==> src/rtl/fb_pkg.sv <==
// fb_pkg: shared sizes and types for the
// framebuffer arbiter slice.
package fb_pkg;
  localparam int FB_W     = 160;
  localparam int FB_H     = 120;
  localparam int FB_DEPTH = FB_W * FB_H;
  localparam int ADDR_W   = 15;
  localparam int PIX_W    = 3;
  localparam int QDEPTH   = 4;

  localparam logic [0:0] S_IDLE  = 1'b0;
  localparam logic [0:0] S_CLEAR = 1'b1;

  typedef enum logic [0:0] {
    IDLE  = S_IDLE,
    CLEAR = S_CLEAR
  } fb_state_e;

  typedef struct packed {
    logic [ADDR_W-1:0] addr;
    logic [PIX_W-1:0]  data;
  } fb_wr_t;
endpackage

==> src/rtl/fb_arbiter_if.sv <==
// fb_arbiter_if: CPU write handshake and
// single-port framebuffer RAM bus.
interface fb_arbiter_if;
  import fb_pkg::*;

  logic              cpu_wr_valid;
  logic              cpu_wr_ready;
  logic [ADDR_W-1:0] cpu_wr_addr;
  logic [PIX_W-1:0]  cpu_wr_data;
  logic              mem_en;
  logic              mem_we;
  logic [ADDR_W-1:0] mem_addr;
  logic [PIX_W-1:0]  mem_wdata;
  logic [PIX_W-1:0]  mem_rdata;

  modport slave (
    input  cpu_wr_valid,
    input  cpu_wr_addr,
    input  cpu_wr_data,
    input  mem_rdata,
    output cpu_wr_ready,
    output mem_en,
    output mem_we,
    output mem_addr,
    output mem_wdata
  );

  modport master (
    output cpu_wr_valid,
    output cpu_wr_addr,
    output cpu_wr_data,
    output mem_rdata,
    input  cpu_wr_ready,
    input  mem_en,
    input  mem_we,
    input  mem_addr,
    input  mem_wdata
  );
endinterface

==> src/rtl/fb_wr_fifo.sv <==
// fb_wr_fifo: small sync FIFO holding
// pending CPU pixel writes.
module fb_wr_fifo import fb_pkg::*; #(
  parameter int DEPTH = 4
) (
  input  logic                   clk,
  input  logic                   rst,
  input  logic                   push_i,
  input  logic                   pop_i,
  input  fb_wr_t                 din_i,
  output fb_wr_t                 dout_o,
  output logic                   full_o,
  output logic                   empty_o,
  output logic [$clog2(DEPTH):0] level_o
);
  localparam int AW = $clog2(DEPTH);
  localparam int LW = AW + 1;

  fb_wr_t         mem_q [DEPTH];
  logic [AW-1:0]  wp_q, rp_q;
  logic [LW-1:0]  cnt_q;
  logic           do_push, do_pop;

  assign full_o  = (cnt_q == LW'(DEPTH));
  assign empty_o = (cnt_q == '0);
  assign level_o = cnt_q;
  assign dout_o  = mem_q[rp_q];
  assign do_push = push_i && !full_o;
  assign do_pop  = pop_i && !empty_o;

  // pointer and occupancy bookkeeping
  always_ff @(posedge clk or posedge rst) begin
    if (rst) begin
      wp_q  <= '0;
      rp_q  <= '0;
      cnt_q <= '0;
    end else begin
      if (do_push) wp_q <= wp_q + 1'b1;
      if (do_pop)  rp_q <= rp_q + 1'b1;
      cnt_q <= cnt_q + LW'(do_push) - LW'(do_pop);
    end
  end

  // entry storage, no reset needed
  always_ff @(posedge clk) begin
    if (do_push) mem_q[wp_q] <= din_i;
  end
endmodule

==> src/rtl/fb_arbiter.sv <==
// fb_arbiter: shares one framebuffer RAM port
// between display fetch, clear and CPU writes.
module fb_arbiter import fb_pkg::*; #(
  parameter int FB_W   = fb_pkg::FB_W,
  parameter int FB_H   = fb_pkg::FB_H,
  parameter int QDEPTH = fb_pkg::QDEPTH
) (
  input  logic                    clk_pix,
  input  logic                    rst_pix,
  input  logic [9:0]              sx,
  input  logic [9:0]              sy,
  input  logic                    de,
  input  logic                    clr_req,
  input  logic [PIX_W-1:0]        clr_color,
  output logic                    clr_busy,
  output logic [PIX_W-1:0]        rgb,
  output logic [$clog2(QDEPTH):0] q_level,
  output logic                    addr_err,
  fb_arbiter_if.slave             bus
);
  localparam int LW = $clog2(QDEPTH) + 1;
  localparam logic [ADDR_W-1:0] LIMIT =
    ADDR_W'(FB_W * FB_H);
  localparam logic [ADDR_W-1:0] LAST =
    ADDR_W'(FB_W * FB_H - 1);

  fb_state_e         st_q, st_d;
  logic [ADDR_W-1:0] cnt_q, cnt_d;
  logic [PIX_W-1:0]  col_q, col_d;
  logic              last_q, last_d;
  logic              rdy_q, rdy_d;
  logic              err_q, err_d;
  logic              en_q, en_d;
  logic              we_q, we_d;
  logic [ADDR_W-1:0] addr_q, addr_d;
  logic [PIX_W-1:0]  wd_q, wd_d;
  logic              disp_q, disp_d;
  logic              rdv_q;
  logic [PIX_W-1:0]  rgb_q, rgb_d;

  logic              slot, ok, enq, deq;
  logic              full, empty;
  fb_wr_t            din, head;
  logic [LW-1:0]     lvl, lvl_n;
  logic [ADDR_W-1:0] yw, rd_addr;
  logic              unused_lsb;

  assign unused_lsb = ^sy[1:0];

  fb_wr_fifo #(.DEPTH(QDEPTH)) u_fifo (
    .clk     (clk_pix),
    .rst     (rst_pix),
    .push_i  (enq),
    .pop_i   (deq),
    .din_i   (din),
    .dout_o  (head),
    .full_o  (full),
    .empty_o (empty),
    .level_o (lvl)
  );

  // fetch address (y*160 + x) and CPU write acceptance
  always_comb begin
    yw      = ADDR_W'(sy[9:2]);
    rd_addr = (yw << 7) + (yw << 5)
            + ADDR_W'(sx[9:2]);
    slot    = de && (sx[1:0] == 2'b00);
    ok      = bus.cpu_wr_addr < LIMIT;
    din     = '{addr: bus.cpu_wr_addr,
                data: bus.cpu_wr_data};
    enq     = bus.cpu_wr_valid && rdy_q
            && ok && !full;
    err_d   = err_q || (bus.cpu_wr_valid
            && rdy_q && !ok);
  end

  // port priority: fetch > clear > queue drain
  always_comb begin
    st_d   = st_q;
    cnt_d  = cnt_q;
    col_d  = col_q;
    last_d = 1'b0;
    en_d   = 1'b0;
    we_d   = 1'b0;
    addr_d = '0;
    wd_d   = '0;
    disp_d = 1'b0;
    deq    = 1'b0;
    if (slot) begin
      en_d   = 1'b1;
      addr_d = rd_addr;
      disp_d = 1'b1;
    end else if (st_q == CLEAR) begin
      en_d   = 1'b1;
      we_d   = 1'b1;
      addr_d = cnt_q;
      wd_d   = col_q;
      cnt_d  = cnt_q + 1'b1;
      if (cnt_q == LAST) begin
        st_d   = IDLE;
        last_d = 1'b1;
      end
    end else if (!empty) begin
      en_d   = 1'b1;
      we_d   = 1'b1;
      addr_d = head.addr;
      wd_d   = head.data;
      deq    = 1'b1;
    end
    if (st_q == IDLE && clr_req) begin
      st_d  = CLEAR;
      cnt_d = '0;
      col_d = clr_color;
    end
  end

  // ready tracks next occupancy; rgb follows fetches
  always_comb begin
    lvl_n = lvl + LW'(enq) - LW'(deq);
    rdy_d = (lvl_n != LW'(QDEPTH));
    rgb_d = rdv_q ? bus.mem_rdata : rgb_q;
  end

  // all state and RAM port registers
  always_ff @(posedge clk_pix or posedge rst_pix) begin
    if (rst_pix) begin
      st_q   <= IDLE;
      cnt_q  <= '0;
      col_q  <= '0;
      last_q <= 1'b0;
      rdy_q  <= 1'b0;
      err_q  <= 1'b0;
      en_q   <= 1'b0;
      we_q   <= 1'b0;
      addr_q <= '0;
      wd_q   <= '0;
      disp_q <= 1'b0;
      rdv_q  <= 1'b0;
      rgb_q  <= '0;
    end else begin
      st_q   <= st_d;
      cnt_q  <= cnt_d;
      col_q  <= col_d;
      last_q <= last_d;
      rdy_q  <= rdy_d;
      err_q  <= err_d;
      en_q   <= en_d;
      we_q   <= we_d;
      addr_q <= addr_d;
      wd_q   <= wd_d;
      disp_q <= disp_d;
      rdv_q  <= disp_q;
      rgb_q  <= rgb_d;
    end
  end

  assign bus.cpu_wr_ready = rdy_q;
  assign bus.mem_en       = en_q;
  assign bus.mem_we       = we_q;
  assign bus.mem_addr     = addr_q;
  assign bus.mem_wdata    = wd_q;
  assign clr_busy         = (st_q == CLEAR) || last_q;
  assign rgb              = rgb_q;
  assign q_level          = lvl;
  assign addr_err         = err_q;
endmodule

==> src/flat_wrapper.sv <==
// flat-port wrapper written by rule: the top's interface ports become plain ports
module fb_arbiter_flat import fb_pkg::*;
#(
  parameter int FB_W   = fb_pkg::FB_W,
  parameter int FB_H   = fb_pkg::FB_H,
  parameter int QDEPTH = fb_pkg::QDEPTH
)
  (clk_pix, rst_pix, sx, sy, de, clr_req, clr_color, clr_busy, rgb, q_level, addr_err, bus_cpu_wr_valid, bus_cpu_wr_addr, bus_cpu_wr_data, bus_mem_rdata, bus_cpu_wr_ready, bus_mem_en, bus_mem_we, bus_mem_addr, bus_mem_wdata);
  fb_arbiter_if bus_i ();
  input  logic clk_pix;
  input  logic rst_pix;
  input  logic [9:0] sx;
  input  logic [9:0] sy;
  input  logic de;
  input  logic clr_req;
  input  logic [PIX_W-1:0] clr_color;
  output logic clr_busy;
  output logic [PIX_W-1:0] rgb;
  output logic [$clog2(QDEPTH):0] q_level;
  output logic addr_err;
  input wire logic [$bits(bus_i.cpu_wr_valid)-1:0] bus_cpu_wr_valid;
  input wire logic [$bits(bus_i.cpu_wr_addr)-1:0] bus_cpu_wr_addr;
  input wire logic [$bits(bus_i.cpu_wr_data)-1:0] bus_cpu_wr_data;
  input wire logic [$bits(bus_i.mem_rdata)-1:0] bus_mem_rdata;
  output wire logic [$bits(bus_i.cpu_wr_ready)-1:0] bus_cpu_wr_ready;
  output wire logic [$bits(bus_i.mem_en)-1:0] bus_mem_en;
  output wire logic [$bits(bus_i.mem_we)-1:0] bus_mem_we;
  output wire logic [$bits(bus_i.mem_addr)-1:0] bus_mem_addr;
  output wire logic [$bits(bus_i.mem_wdata)-1:0] bus_mem_wdata;
  assign bus_i.cpu_wr_valid = bus_cpu_wr_valid;
  assign bus_i.cpu_wr_addr = bus_cpu_wr_addr;
  assign bus_i.cpu_wr_data = bus_cpu_wr_data;
  assign bus_i.mem_rdata = bus_mem_rdata;
  assign bus_cpu_wr_ready = bus_i.cpu_wr_ready;
  assign bus_mem_en = bus_i.mem_en;
  assign bus_mem_we = bus_i.mem_we;
  assign bus_mem_addr = bus_i.mem_addr;
  assign bus_mem_wdata = bus_i.mem_wdata;
  fb_arbiter #(.FB_W(FB_W), .FB_H(FB_H), .QDEPTH(QDEPTH)) u_core (.clk_pix(clk_pix), .rst_pix(rst_pix), .sx(sx), .sy(sy), .de(de), .clr_req(clr_req), .clr_color(clr_color), .clr_busy(clr_busy), .rgb(rgb), .q_level(q_level), .addr_err(addr_err), .bus(bus_i));
endmodule
==> config.mk <==
export PLATFORM = sky130hd
export DESIGN_NAME = fb_arbiter_flat
export DESIGN_NICKNAME = d
export VERILOG_FILES = /design/src/rtl/fb_pkg.sv /design/src/rtl/fb_arbiter_if.sv /design/src/rtl/fb_wr_fifo.sv /design/src/rtl/fb_arbiter.sv /design/src/flat_wrapper.sv
export SDC_FILE = /design/constraint.sdc
export NUM_CORES = 1
export LEC_CHECK = 0
export ABC_AREA = 1
export CORE_UTILIZATION = 44
export CTS_BUF_LIST = sky130_fd_sc_hd__clkbuf_2 sky130_fd_sc_hd__clkbuf_4 sky130_fd_sc_hd__clkbuf_8
export CTS_CLUSTER_DIAMETER = 80
export DETAILED_ROUTE_END_ITERATION = 10
export DONT_BUFFER_PORTS = 1
export SYNTH_ARGS = -nofsm -noshare
export SYNTH_HDL_FRONTEND = slang
export SYNTH_SLANG_ARGS = --single-unit
==> constraint.sdc <==
create_clock -name clk_pix -period 2.6 [get_ports clk_pix]
set_input_delay 0.26 -clock clk_pix [delete_from_list [all_inputs] [get_ports clk_pix]]
set_output_delay 0.26 -clock clk_pix [all_outputs]
set_load 0.03 [all_outputs]
==> flow_summary.toml <==
[critical_path]
cp_max_fo = 8
cp_data_required_time_ps = 2960
cp-start-kind = "register"
critPathArrivalTime_ps = 2740
crit_type = "register to register"
endpoint_kind = "register"
reg2reg_setup_slack_ps = 220

[logic_synthesis]
synth_ff_type = "edfxtp_1"
syn_area_per_cell_um2 = 10.2
syn_inst = 579
synth-compound-area-share_pct = 3.99
synth_nets = 656
ys_seq_area_share_pct = 59.7
synthXorXnorAreaFrac_pct = 1.04
ys_seq_elements = 126
synth_top_family_by_area = "simple AND/OR/NAND/NOR gates"
synthAdderAreaFrac_pct = 6.46
syn_area_um2 = 5890
synth_cell_types = 38
synth.area.mux_share_pct = 0.574
ys_warn_count = 0
synth_edf_count = 72
ys_async_sr_fraction_pct = 42.9
synthSimpleGateAreaFrac_pct = 22.2

[clocking]
clkTransAtPathRegs_ps = 70
cts_root_buf = "clkbuf_8"
cts_resized = 0
h-tree-depth = 4
cts_tree = "done"
worst_skew_pair.late_latency_ps = 420
clock-sinks = 126
postCtsSetupBuffers = 0
cts_buffer_depth = 2
numCtsBuffers = 17
holdBufCountCts = 32

[global_routing]
grt_remaining_overflow = 0
grt_first_pass_wirelength_um = 20400
grt_usage_pct = 19.2
grt_max_degree = 49
grt_pass1_vias = 4051
antenna_found_initial = 0

[drt]
drt.antenna.violating_nets = 0
via_per_inst = 4.98
firstDrtPassIters = 4
drc = 0
vias = 4047
wire_per_inst_um = 15.2
drt_iter0_markers = 248
wirelength_um = 12400

[floorplan]
ios = 78
die-width_um = 118
start_util_pct = 45.9
num_rows = 41
die_height_um = 118
dieArea_um2 = 13800
coreArea_um2 = 12800

[placement]
hpwl_um = 8390
io_buffer_count = 0
place.gp.congestion = 0.850

[timing]
timing.slew.headroom_pct = 58.4
worstMarginPinSlew_ps = 623
setup_violations = 0
rsz0062_at_grt = "no"
hold_viol_final = 0
drv_slew = 0
finalCritPeriodShare_pct = 91.4
min_period_ps = 2380
clock_skew_ps = 13.9
fmax_mhz = 421
tns_ps = 0

[cells_and_area]
nets = 705
syn2layout_area_growth_pct = 14.8
antenna_cells = 0
nFillCells = 1194
layout-drive-gt1-share_pct = 11.4

[power_and_ir_drop]
vdd_drop_max_mv = 0.353
leakage_uw = 0.00294
powerDensity_nw_per_um2 = 814
design_power_total_uw = 5500

[status]
outcome = "completed"

[worst_hold_path]
hold_path_class = "input port to register"

[run]
cap_violations = 0
[area by class of cell]
cell class	count	area [um^2]	share of cell area, %
Sequential cell	126	3510	52.0
Multi-Input combinational cell	373	2020	29.8
Timing Repair Buffer	46	425	6.29
Clock buffer	25	307	4.54
Inverter	64	243	3.59
Tap cell	172	215	3.18
Clock inverter	7	38.8	0.574
[worst paths after layout]
path                                     startpoint                 endpoint  cells past startpoint
min in group asynchronous                   rst_pix  u_core.bus.mem_addr[12]                      2
min                                              de        u_core.bus.mem_en                      2
max                        u_core.u_fifo.level_o[2]  u_core.bus.cpu_wr_ready                      9
max in group asynchronous                   rst_pix          u_core.cnt_q[9]                      3
min reg2reg                           u_core.disp_q             u_core.rdv_q                      0
max reg2reg                u_core.u_fifo.level_o[2]  u_core.bus.cpu_wr_ready                      9
[routing by layer]
layer | track usage [%] | vias to the layer above | routed length, um
met5 | 0 | - | 0
met4 | 7.45 | 0 | 87
met3 | 4.22 | 9 | 653
met2 | 32.1 | 101 | 6200
met1 | 24.2 | 1920 | 5430
li1 | - | 2017 | -
[through the flow]
step / std cells / hold WS [ps] / cell area, um^2 / setup WS [ps] / utilization (%)
2_1_floorplan: 579 / 331 / 5890 / 185 / -
3_3_place_gp: 749 / 34.2 / 6090 / 266 / 47.5
3_5_place_dp: 749 / 36.4 / 6090 / 221 / 47.5
4_1_cts: 813 / 12.7 / 6760 / 217 / 52.7
5_1_grt: 813 / 14.7 / 6760 / 18.9 / 52.7
6_report: 813 / 35.9 / 6760 / 224 / 52.7
[cells by family after synthesis]
group,count (synthesis)
xor gates and xnor gates,7
buffers and inverters,80
muxes,3
adders and majority gates,28
and+or+nand+nor,293
DFF,126
AOI/OAI and AO/OA,42
[cells in the final DEF, fill, tap and decap left out, types with 5 or more instances in the layout]
cell type	instances
edfxtp_1	72
inv_1	56
clkbuf_8	19
nand3_1	67
o211ai_1	6
nand2_1	165
o21ai_0	10
clkbuf_4	6
inv_2	5
buf_4	14
o22ai_1	5
clkinv_2	5
nor2_1	33
ha_1	24
o21ai_1	6
dlygate4sd3_1	32
dfrtp_1	54
a21oi_1	13
[flip-flops by register name (all words and copies together), names as in the netlist, 3 cells and up]
name,count
u_core.bus.mem_wdata,3
u_core.cnt_q,15
u_core.bus.mem_addr,15
u_core.col_q,3
u_core.u_fifo.mem_q,72
u_core.u_fifo.level_o,3
u_core.rgb,3
[report_power, final]
| part | internal, uW | total [uW] | switching (uW) |
|---|---|---|---|
| logic | 462 | 1270 | 809 |
| clock network | 765 | 1470 | 706 |
| registers | 2440 | 2760 | 318 |
| total | 3670 | 5500 | 1830 |
[critical path, stage by stage (launching register included)]
cell and delay, ps:
dfrtp_1 410, a31oi_1 320, nand2_1 270, ha_1 350, inv_1 50, ha_1 120
inv_1 40, fa_1 370, or2_2 300, nand4_1 70
[synthesized netlist by cell type, types with 3 or more instances]
| library cell | n | area share [%] |
|---|---|---|
| o21ai_1 | 6 | 0.51 |
| nand2_2 | 3 | 0.32 |
| o21ai_0 | 10 | 0.85 |
| a21oi_1 | 13 | 1.1 |
| fa_1 | 4 | 1.4 |
| nor3_1 | 3 | 0.25 |
| edfxtp_1 | 72 | 37 |
| o22ai_1 | 5 | 0.53 |
| xnor2_1 | 3 | 0.45 |
| nand3_1 | 67 | 5.7 |
| mux2_2 | 3 | 0.57 |
| o211ai_1 | 6 | 0.76 |
| inv_1 | 57 | 3.6 |
| nor2_1 | 33 | 2.1 |
| buf_6 | 5 | 0.96 |
| nor2_4 | 4 | 0.76 |
| inv_2 | 4 | 0.25 |
| buf_2 | 8 | 0.68 |
| nand3b_1 | 3 | 0.38 |
| nand2_1 | 165 | 11 |
| ha_1 | 24 | 5.1 |
| or2_2 | 4 | 0.42 |
| dfrtp_1 | 54 | 23 |
| xor2_1 | 4 | 0.59 |
(Power assumes the default switching activity.)
